==> config.mk <==
export PLATFORM = sky130hd
export DESIGN_NAME = ps2_keycode_rx
export DESIGN_NICKNAME = d
export VERILOG_FILES = /design/src/rtl/ps2_pkg.sv /design/src/rtl/ps2_clk_filter.sv /design/src/rtl/ps2_keycode_rx.sv
export SDC_FILE = /design/constraint.sdc
export NUM_CORES = 1
export LEC_CHECK = 0
export ABC_AREA = 1
export CORE_MARGIN = 10
export CORE_UTILIZATION = 52
export CTS_BUF_LIST = sky130_fd_sc_hd__clkbuf_16
export CTS_CLUSTER_DIAMETER = 60
export DETAILED_ROUTE_END_ITERATION = 16
export PLACE_DENSITY_LB_ADDON = 0.15
export SKIP_CTS_REPAIR_TIMING = 1
export SYNTH_ARGS = -nofsm -noshare
export SYNTH_HDL_FRONTEND = slang
export SYNTH_SLANG_ARGS = --single-unit
==> constraint.sdc <==
create_clock -name clk -period 1.6 [get_ports clk]
set_input_delay 0.16 -clock clk [delete_from_list [all_inputs] [get_ports clk]]
set_output_delay 0.16 -clock clk [all_outputs]
set_load 0.005 [all_outputs]
==> src/rtl/ps2_pkg.sv <==
// Shared types and constants for the PS/2 keycode receiver.
package ps2_pkg;

  typedef enum logic [1:0] {
    IDLE   = 2'd0,
    DATA   = 2'd1,
    PARITY = 2'd2,
    STOP   = 2'd3
  } ps2_state_e;

  localparam logic [7:0] PS2_BREAK          = 8'hF0;
  localparam int         PS2_DATA_BITS      = 8;
  localparam int         PS2_FILTER_LEN_DEF = 8;
  localparam int         PS2_TIMEOUT_DEF    = 50_000;

  // 1 when the 8 data bits plus the parity bit hold an odd number of ones.
  function automatic logic ps2_parity_ok(input logic [7:0] data_b, input logic par_b);
    return ^{data_b, par_b};
  endfunction

endpackage

==> src/rtl/ps2_clk_filter.sv <==
// Synchronizes ps2_clk/ps2_data, glitch-filters the clock and emits a one-cycle
// strobe on each filtered falling edge together with the data sampled at that edge.
module ps2_clk_filter
  import ps2_pkg::*;
#(
  parameter int FILTER_LEN = PS2_FILTER_LEN_DEF
) (
  input  logic clk,
  input  logic rst_b,
  input  logic ps2_clk_i,
  input  logic ps2_data_i,
  output logic fall_o,
  output logic data_o
);

  localparam int CW = (FILTER_LEN > 2) ? $clog2(FILTER_LEN) : 1;

  logic [1:0]    clk_sync_q;
  logic [1:0]    data_sync_q;
  logic          filt_q, filt_d;
  logic [CW-1:0] cnt_q, cnt_d;
  logic          fall_q;
  logic          data_q;

  // cnt_q counts consecutive samples that disagree with the filtered level;
  // the FILTER_LEN-th such sample flips the level.
  always_comb begin
    filt_d = filt_q;
    cnt_d  = '0;
    if (clk_sync_q[1] != filt_q) begin
      if (cnt_q == CW'(FILTER_LEN - 1)) begin
        filt_d = clk_sync_q[1];
      end else begin
        cnt_d = cnt_q + 1'b1;
      end
    end
  end

  always_ff @(posedge clk or negedge rst_b) begin
    if (!rst_b) begin
      clk_sync_q  <= 2'b11;
      data_sync_q <= 2'b11;
      filt_q      <= 1'b1;
      cnt_q       <= '0;
      fall_q      <= 1'b0;
      data_q      <= 1'b1;
    end else begin
      clk_sync_q  <= {clk_sync_q[0], ps2_clk_i};
      data_sync_q <= {data_sync_q[0], ps2_data_i};
      filt_q      <= filt_d;
      cnt_q       <= cnt_d;
      fall_q      <= filt_q & ~filt_d;
      data_q      <= data_sync_q[1];
    end
  end

  assign fall_o = fall_q;
  assign data_o = data_q;

endmodule

==> src/rtl/ps2_keycode_rx.sv <==
// PS/2 device-to-host frame receiver: assembles 11-bit frames into bytes and
// keeps the last two accepted bytes on keycode.
module ps2_keycode_rx
  import ps2_pkg::*;
#(
  parameter int FILTER_LEN     = PS2_FILTER_LEN_DEF,
  parameter int TIMEOUT_CYCLES = PS2_TIMEOUT_DEF
) (
  input  logic        clk,
  input  logic        rst_b,
  input  logic        ps2_clk,
  input  logic        ps2_data,
  output logic [15:0] keycode,
  output logic        read_complete,
  output logic        frame_err
);

  // state  | meaning
  // IDLE   | waiting for a start bit (edge with data=0)
  // DATA   | shifting in 8 data bits, LSB first
  // PARITY | next edge carries the parity bit
  // STOP   | next edge carries the stop bit; frame judged here

  localparam int TW = (TIMEOUT_CYCLES > 2) ? $clog2(TIMEOUT_CYCLES) : 1;

  logic          fall;
  logic          data;
  ps2_state_e    state_q;
  logic [2:0]    bit_cnt_q;
  logic [7:0]    shift_q;
  logic          par_q;
  logic [TW-1:0] tmo_q;
  logic [15:0]   keycode_q;
  logic          rc_q;
  logic          fe_q;

  ps2_clk_filter #(
    .FILTER_LEN(FILTER_LEN)
  ) u_filter (
    .clk       (clk),
    .rst_b     (rst_b),
    .ps2_clk_i (ps2_clk),
    .ps2_data_i(ps2_data),
    .fall_o    (fall),
    .data_o    (data)
  );

  always_ff @(posedge clk or negedge rst_b) begin
    if (!rst_b) begin
      state_q   <= IDLE;
      bit_cnt_q <= '0;
      shift_q   <= '0;
      par_q     <= 1'b0;
      tmo_q     <= '0;
      keycode_q <= '0;
      rc_q      <= 1'b0;
      fe_q      <= 1'b0;
    end else begin
      rc_q <= 1'b0;
      fe_q <= 1'b0;

      if (state_q == IDLE || fall) tmo_q <= '0;
      else                         tmo_q <= tmo_q + 1'b1;

      case (state_q)
        IDLE: begin
          if (fall && !data) begin
            state_q   <= DATA;
            bit_cnt_q <= '0;
          end
        end
        DATA: begin
          if (fall) begin
            shift_q   <= {data, shift_q[7:1]};
            bit_cnt_q <= bit_cnt_q + 1'b1;
            if (bit_cnt_q == 3'(PS2_DATA_BITS - 1)) begin
              state_q   <= PARITY;
              bit_cnt_q <= '0;
            end
          end
        end
        PARITY: begin
          if (fall) begin
            par_q   <= data;
            state_q <= STOP;
          end
        end
        STOP: begin
          if (fall) begin
            state_q <= IDLE;
            if (data && ps2_parity_ok(shift_q, par_q)) begin
              keycode_q <= {keycode_q[7:0], shift_q};
              rc_q      <= 1'b1;
            end else begin
              fe_q <= 1'b1;
            end
          end
        end
        default: state_q <= IDLE;
      endcase

      // Abort a stalled partial frame; the device stopped clocking mid-frame.
      if (state_q != IDLE && !fall && tmo_q == TW'(TIMEOUT_CYCLES - 1)) begin
        state_q   <= IDLE;
        bit_cnt_q <= '0;
        tmo_q     <= '0;
        fe_q      <= 1'b1;
      end
    end
  end

  assign keycode       = keycode_q;
  assign read_complete = rc_q;
  assign frame_err     = fe_q;

endmodule

==> run summary, run 1 <==
Async S/R FF share, synth - 100%
vias per inst - 5.22
Post-DP HPWL - 3890 µm
Synth Flop Type - dfrtp_1
total negative slack - -0.157 ns
num ports - 22
mapped cell area - 2840 µm²
CTS tree - done
clk buf depth - 2
initial core utilization - 54.5%
Chip Width - 93.9 µm
Synth top area share - 45.9%
row count - 26
drt drc - 0
via count - 2459
crit path from - state_q[1]
Die Area - 8810 µm²
first-pass GRT wire length - 9940 µm
Setup violations, final - 2
critical path required time - 1.81 ns
Final Worst Setup Slack - -0.0880 ns
Synth Net Count - 347
RSZ-0062 raised after global routing - true
Post-synth EDFFs - 0
Crit path arrival time - 1.90 ns
Clock Root Buffer - clkbuf_16
# nets final - 410
VDD IR max - 0.996 mV
Slew Viols, Final - 0
pin count of the biggest net entering global routing - 59
Synth area leader - dfrtp_1
GRT Residual Overflow - 0
FF-to-FF path depth - 8
Area contributors post-synth - dfrtp_1, nand2_1, dfstp_2
Placed Instances - 438
most used standard cell by instance count after synthesis - nand2_1
Synth cell types - 31
die height - 93.9 µm
Worst Setup EP - state_q[0]
DR pass1 iterations - 4
register clock-pin slew on the reported worst setup and hold paths - 0.05 ns
vias in the first global route - 2281
antenna violations before repair - 0
Ys Warns - 0
Min-Delay Path Class - in -> reg
MaxCap Viol Count - 0
Mapped Cells - 333
CP Capture Type - register
Tmin final - 1.69 ns
failing checks - setup timing
final setup skew - 0.00951 ns
final antenna diode count - 0
PnR Total Power - 0.00640 W
outcome - complete, but fails checks
Fin. Hold Viols - 0
share of layout cells above drive strength 1 - 27.9%
area grow syn2layout - 40.0%
Crit Path Class - reg -> reg
ANT nets after route - 0
#FFs+latches synth - 58
Pwr Density - 1610 nW/µm²
max_slew headroom - 78.8%
H-tree Lvls - 3
WL final - 6740 µm
Startpoint Class - register
Iter 0 DRT Violations - 128
sequential share of the synthesized area - 51.4%
fmax - 0.592 GHz
Hold WS - 0.245 ns
Placer Congestion - 0.852
Worst Path Max Fanout - 3
Post-Layout Cell Count - 471
final cycle utilization of the critical path - 106%
clock latency on the worst-skew pair - 0.33 ns
CTS Sinks - 58
Syn Area/Cell - 8.52 µm²
CTS buffer count - 9
R2R Path Start - state_q[1]
Total GRT Usage - 14.0%
port bufs - 21
core area - 5200 µm²
reg2reg end - state_q[0]
reg-to-reg slack, setup - -0.09 ns
Lkg Pwr - 1.90 nW
Least-Margin Pin Slew - 0.315 ns
routed len/inst - 14.3 µm
commonest cells in the synthesized netlist - nand2_1, dfrtp_1, inv_1
pre-CTS setup slack - -0.129 ns
## routing by layer
| layer | track usage (%) | vias up | part of all wire (%) | wire (µm) |
|---|---|---|---|---|
| li1 | - | 1211 | - | - |
| met3 | 4.32 | 13 | 5.0 | 335 |
| met5 | 0 | - | 0 | 0 |
| met1 | 16.7 | 1182 | 44 | 2990 |
| met4 | 6.46 | 0 | 1.8 | 118 |
| met2 | 22.7 | 53 | 49 | 3300 |
## metrics by stage
| step | util [%] | area [µm²] |
|---|---|---|
| 6_report | 76.3 | 3970 |
| 2_1_floorplan | - | 2840 |
| 5_1_grt | 76.3 | 3970 |
| 3_3_place_gp | 62.6 | 3260 |
| 3_5_place_dp | 62.6 | 3260 |
| 4_1_cts | 68.4 | 3560 |
## worst min path at each step
stage | from | slack (ns) | cells after the start | endpoint
floorplan | rst_b | -0.14 | 0 | bit_cnt_q[0]
global placement | rst_b | 0.18 | 2 | bit_cnt_q[1]
detailed placement | rst_b | 0.18 | 2 | bit_cnt_q[2]
CTS | rst_b | -0.15 | 2 | bit_cnt_q[2]
global route | ps2_data | 0.25 | 1 | u_filter.data_sync_q[0]
finish | ps2_clk | 0.25 | 1 | u_filter.clk_sync_q[0]
## cell usage in the layout, fill, tap and decap left out, types with 2 or more instances in the layout
cell type	synthesis	routed
nor2_1	26	20
nor3_1	5	4
nand2_4	0	4
nand3_2	4	17
inv_1	38	37
clkbuf_16	0	10
nand2_1	91	83
ha_1	10	8
o21ai_0	18	16
nand3_4	0	4
nand2_2	5	9
dfrtp_1	52	51
clkinv_1	1	2
bufinv_16	0	2
nand3_1	30	13
nand4_1	9	9
buf_4	0	28
a31oi_1	2	2
clkdlybuf4s50_1	0	20
inv_2	4	8
nor3b_1	3	3
o21ai_1	0	2
nor2_2	1	4
buf_12	0	4
xnor2_1	4	4
a21oi_1	8	7
nand4_4	1	2
dfstp_2	6	6
xor2_1	2	2
nor2_4	2	5
## critical path: stages, from the launching register on
cell      delay, ns
dfrtp_1        0.37
buf_4          0.15
ha_1           0.19
or2_2          0.31
o211ai_1       0.18
buf_4          0.18
nand3_4        0.08
nand2_1        0.08
nand2_1        0.04
## registers in the layout, indices dropped and copies added (netlist names), 2 cells and up
name                  count
bit_cnt_q                 3
keycode                  16
shift_q                   8
state_q                   2
tmo_q                    16
u_filter.clk_sync_q       2
u_filter.cnt_q            3
u_filter.data_sync_q      2
## final cells by class
type,count,area (µm²)
fillers,339,1230
clock buffers,9,225
clock inverters,7,78.8
flip-flops and latches,58,1460
multi-input cells,229,1420
repair buffers,55,531
inverters,43,165
well taps,70,87.6
## report_power, final
group | internal, W | total (W) | leakage, nW | switching [W]
clock | 0.00133 | 0.00196 | 0.158 | 0.000627
sequential | 0.00168 | 0.00186 | 0.775 | 0.000184
combinational | 0.00112 | 0.00258 | 0.964 | 0.00146
## cells by family after synthesis
family	synth area share (%)
buffers and inverters	6.93
xor gates and xnor gates	1.85
and+or+nand+nor	29.2
AOI/OAI and AO/OA	6.18
adders and majority gates	4.41
DFF	51.4
(Power assumes the default switching activity.)
==> run 2: changes to the inputs <==
--- a/config.mk
+++ b/config.mk
@@ -7,5 +7,4 @@
 export LEC_CHECK = 0
 export ABC_AREA = 1
-export CORE_MARGIN = 10
 export CORE_UTILIZATION = 52
 export CTS_BUF_LIST = sky130_fd_sc_hd__clkbuf_16
==> constraint.sdc (replaced) <==
create_clock -name clk -period 1.6 [get_ports clk]
set_input_delay 0.48 -clock clk [delete_from_list [all_inputs] [get_ports clk]]
set_output_delay 0.48 -clock clk [all_outputs]
set_load 0.005 [all_outputs]
==> run summary, run 2 (synthesis results as in run 1) <==
outcome - complete, but fails checks
failing checks - setup timing
Die Area - 5750 µm²
Chip Width - 75.9 µm
area grow syn2layout - 39.4%
first-pass GRT wire length - 9210 µm
Core Util, Final - 76.5%
Slowest-stage cell, CP - dfrtp_2
share of layout cells above drive strength 1 - 28.4%
Startpoint Class - register
ANT nets after route - 0
CTS Sinks - 58
MaxCap Viol Count - 0
core area - 5170 µm²
Gate power share - 39.9%
commonest cells after routing, fill and taps aside - nand2_1, dfrtp_1, inv_1
Pwr Density - 1460 nW/µm²
H-tree Lvls - 3
DR pass1 iterations - 5
port bufs - 21
fmax - 0.598 GHz
VDD IR max - 1.16 mV
Multi-input gate area - 1420 µm²
Hold WS - 0.167 ns
reg2reg end - keycode[13]
FF-to-FF path depth - 12
CP Capture Type - register
GR Util met3 - 5.29%
Worst Path Max Fanout - 7
final antenna diode count - 0
vias per inst - 5.30
reg-to-reg slack, setup - -0.07 ns
Fin. Hold Viols - 0
Iter 0 DRT Violations - 122
Pint - 0.00365 W
total negative slack - -0.805 ns
# nets final - 411
Tmin final - 1.67 ns
Filler cells - 335
max_slew headroom - 76.6%
Cell Chain, Critical Path - inv_2 > nand2_1 > nand2_1 > nand2_2 > nand2_2 > nand2_4 > nand3_4 > nand2_4 > nor2_4 > clkbuf_16 > nand3_2 > nand2_1
crit path from - shift_q[5]
die height - 75.9 µm
Total GRT Usage - 21.8%
CTS tree - done
via count - 2498
Net Sw Frac - 37.0%
Crit Path Class - reg -> reg
grt peak-use layer - met2
RSZ-0062 raised after global routing - true
routed len/inst - 14.3 µm
Post-DP HPWL - 3870 µm
Max stage delay on crit path - 0.45 ns
Slew Viols, Final - 0
Least-Margin Pin Slew - 0.349 ns
met2 usage - 33.8%
clock power share - 27.9%
Psw - 0.00214 W
pin count of the biggest net entering global routing - 59
CTS buffer count - 9
final cycle utilization of the critical path - 104%
R2R Path Start - shift_q[5]
register clock-pin slew on the reported worst setup and hold paths - 0.05 ns
Lkg Pwr - 2.21 nW
Crit path arrival time - 1.93 ns
FF+latch area - 1460 µm²
met1 GRT Util - 28.2%
Sequential Power Share - 32.2%
clock latency on the worst-skew pair - 0.32 ns
critical path required time - 1.86 ns
Placer Congestion - 0.842
GRT Residual Overflow - 0
Worst Setup EP - keycode[13]
vias in the first global route - 2144
WL final - 6720 µm
clk buf depth - 2
row count - 26
drt drc - 0
antenna violations before repair - 0
initial core utilization - 54.8%
Clock Root Buffer - clkbuf_16
Min-Delay Path Class - in -> async
Final Worst Setup Slack - -0.0716 ns
commonest non-fill, non-tap cell in the layout - nand2_1
num ports - 22
Setup violations, final - 21
most used cell, CP - nand2_1
final setup skew - 0.00650 ns
==> run 2: layout make-up <==
cell class | count | area share [%]
Clock buffer | 9 | 5.69
Clock inverter | 6 | 0.664
Inverter | 43 | 4.24
Multi-Input combinational cell | 229 | 35.8
Sequential cell | 58 | 37.0
Tap cell | 70 | 2.21
Timing Repair Buffer | 56 | 14.4
==> run 2: power by group through the flow <==
| stage | combinational (W) | clock, W | sequential, W |
|---|---|---|---|
| 2_1_floorplan | 0.00121 | 0 | 0.00183 |
| 3_3_place_gp | 0.00171 | 0 | 0.00185 |
| 3_5_place_dp | 0.00175 | 0 | 0.00186 |
| 4_1_cts | 0.00178 | 0.00164 | 0.00184 |
| 5_1_grt | 0.00252 | 0.00171 | 0.00189 |
| 6_report | 0.00231 | 0.00162 | 0.00186 |
==> run 2: per-stage QoR <==
stage	instance area (µm²)	worst slack, ns	total power [W]	std cells
after floorplan	2840	0.0221	0.00304	333
after global placement	3310	-0.00953	0.00356	443
after detailed placement	3310	-0.0502	0.00361	443
after CTS	3560	-0.102	0.00525	458
after global routing	3960	-0.191	0.00612	471
final	3960	-0.0716	0.00579	471
==> run 2: worst min-delay path by stage <==
stage,slack [ns],start,endpoint,cells past startpoint
final,0.17,rst_b,bit_cnt_q[2],2
after CTS,0.17,rst_b,bit_cnt_q[1],2
after global routing,0.18,rst_b,bit_cnt_q[1],2
after global placement,0.35,u_filter.data_sync_q[0],u_filter.data_sync_q[1],0
after detailed placement,0.35,u_filter.data_sync_q[0],u_filter.data_sync_q[1],0
after floorplan,0.18,rst_b,bit_cnt_q[0],0
==> run 2: worst max-delay path, delay by kind of cell, from the launching register on <==
kind,cells,cell delay [ns]
buffers and inverters,2,0.27
DFF,1,0.45
and+or+nand+nor,10,0.89
==> run 2: metal layers <==
layer,part of all wire (%),vias up
met5,0,-
met4,1.6,0
met3,4.8,13
met2,48,65
met1,46,1204
li1,-,1216
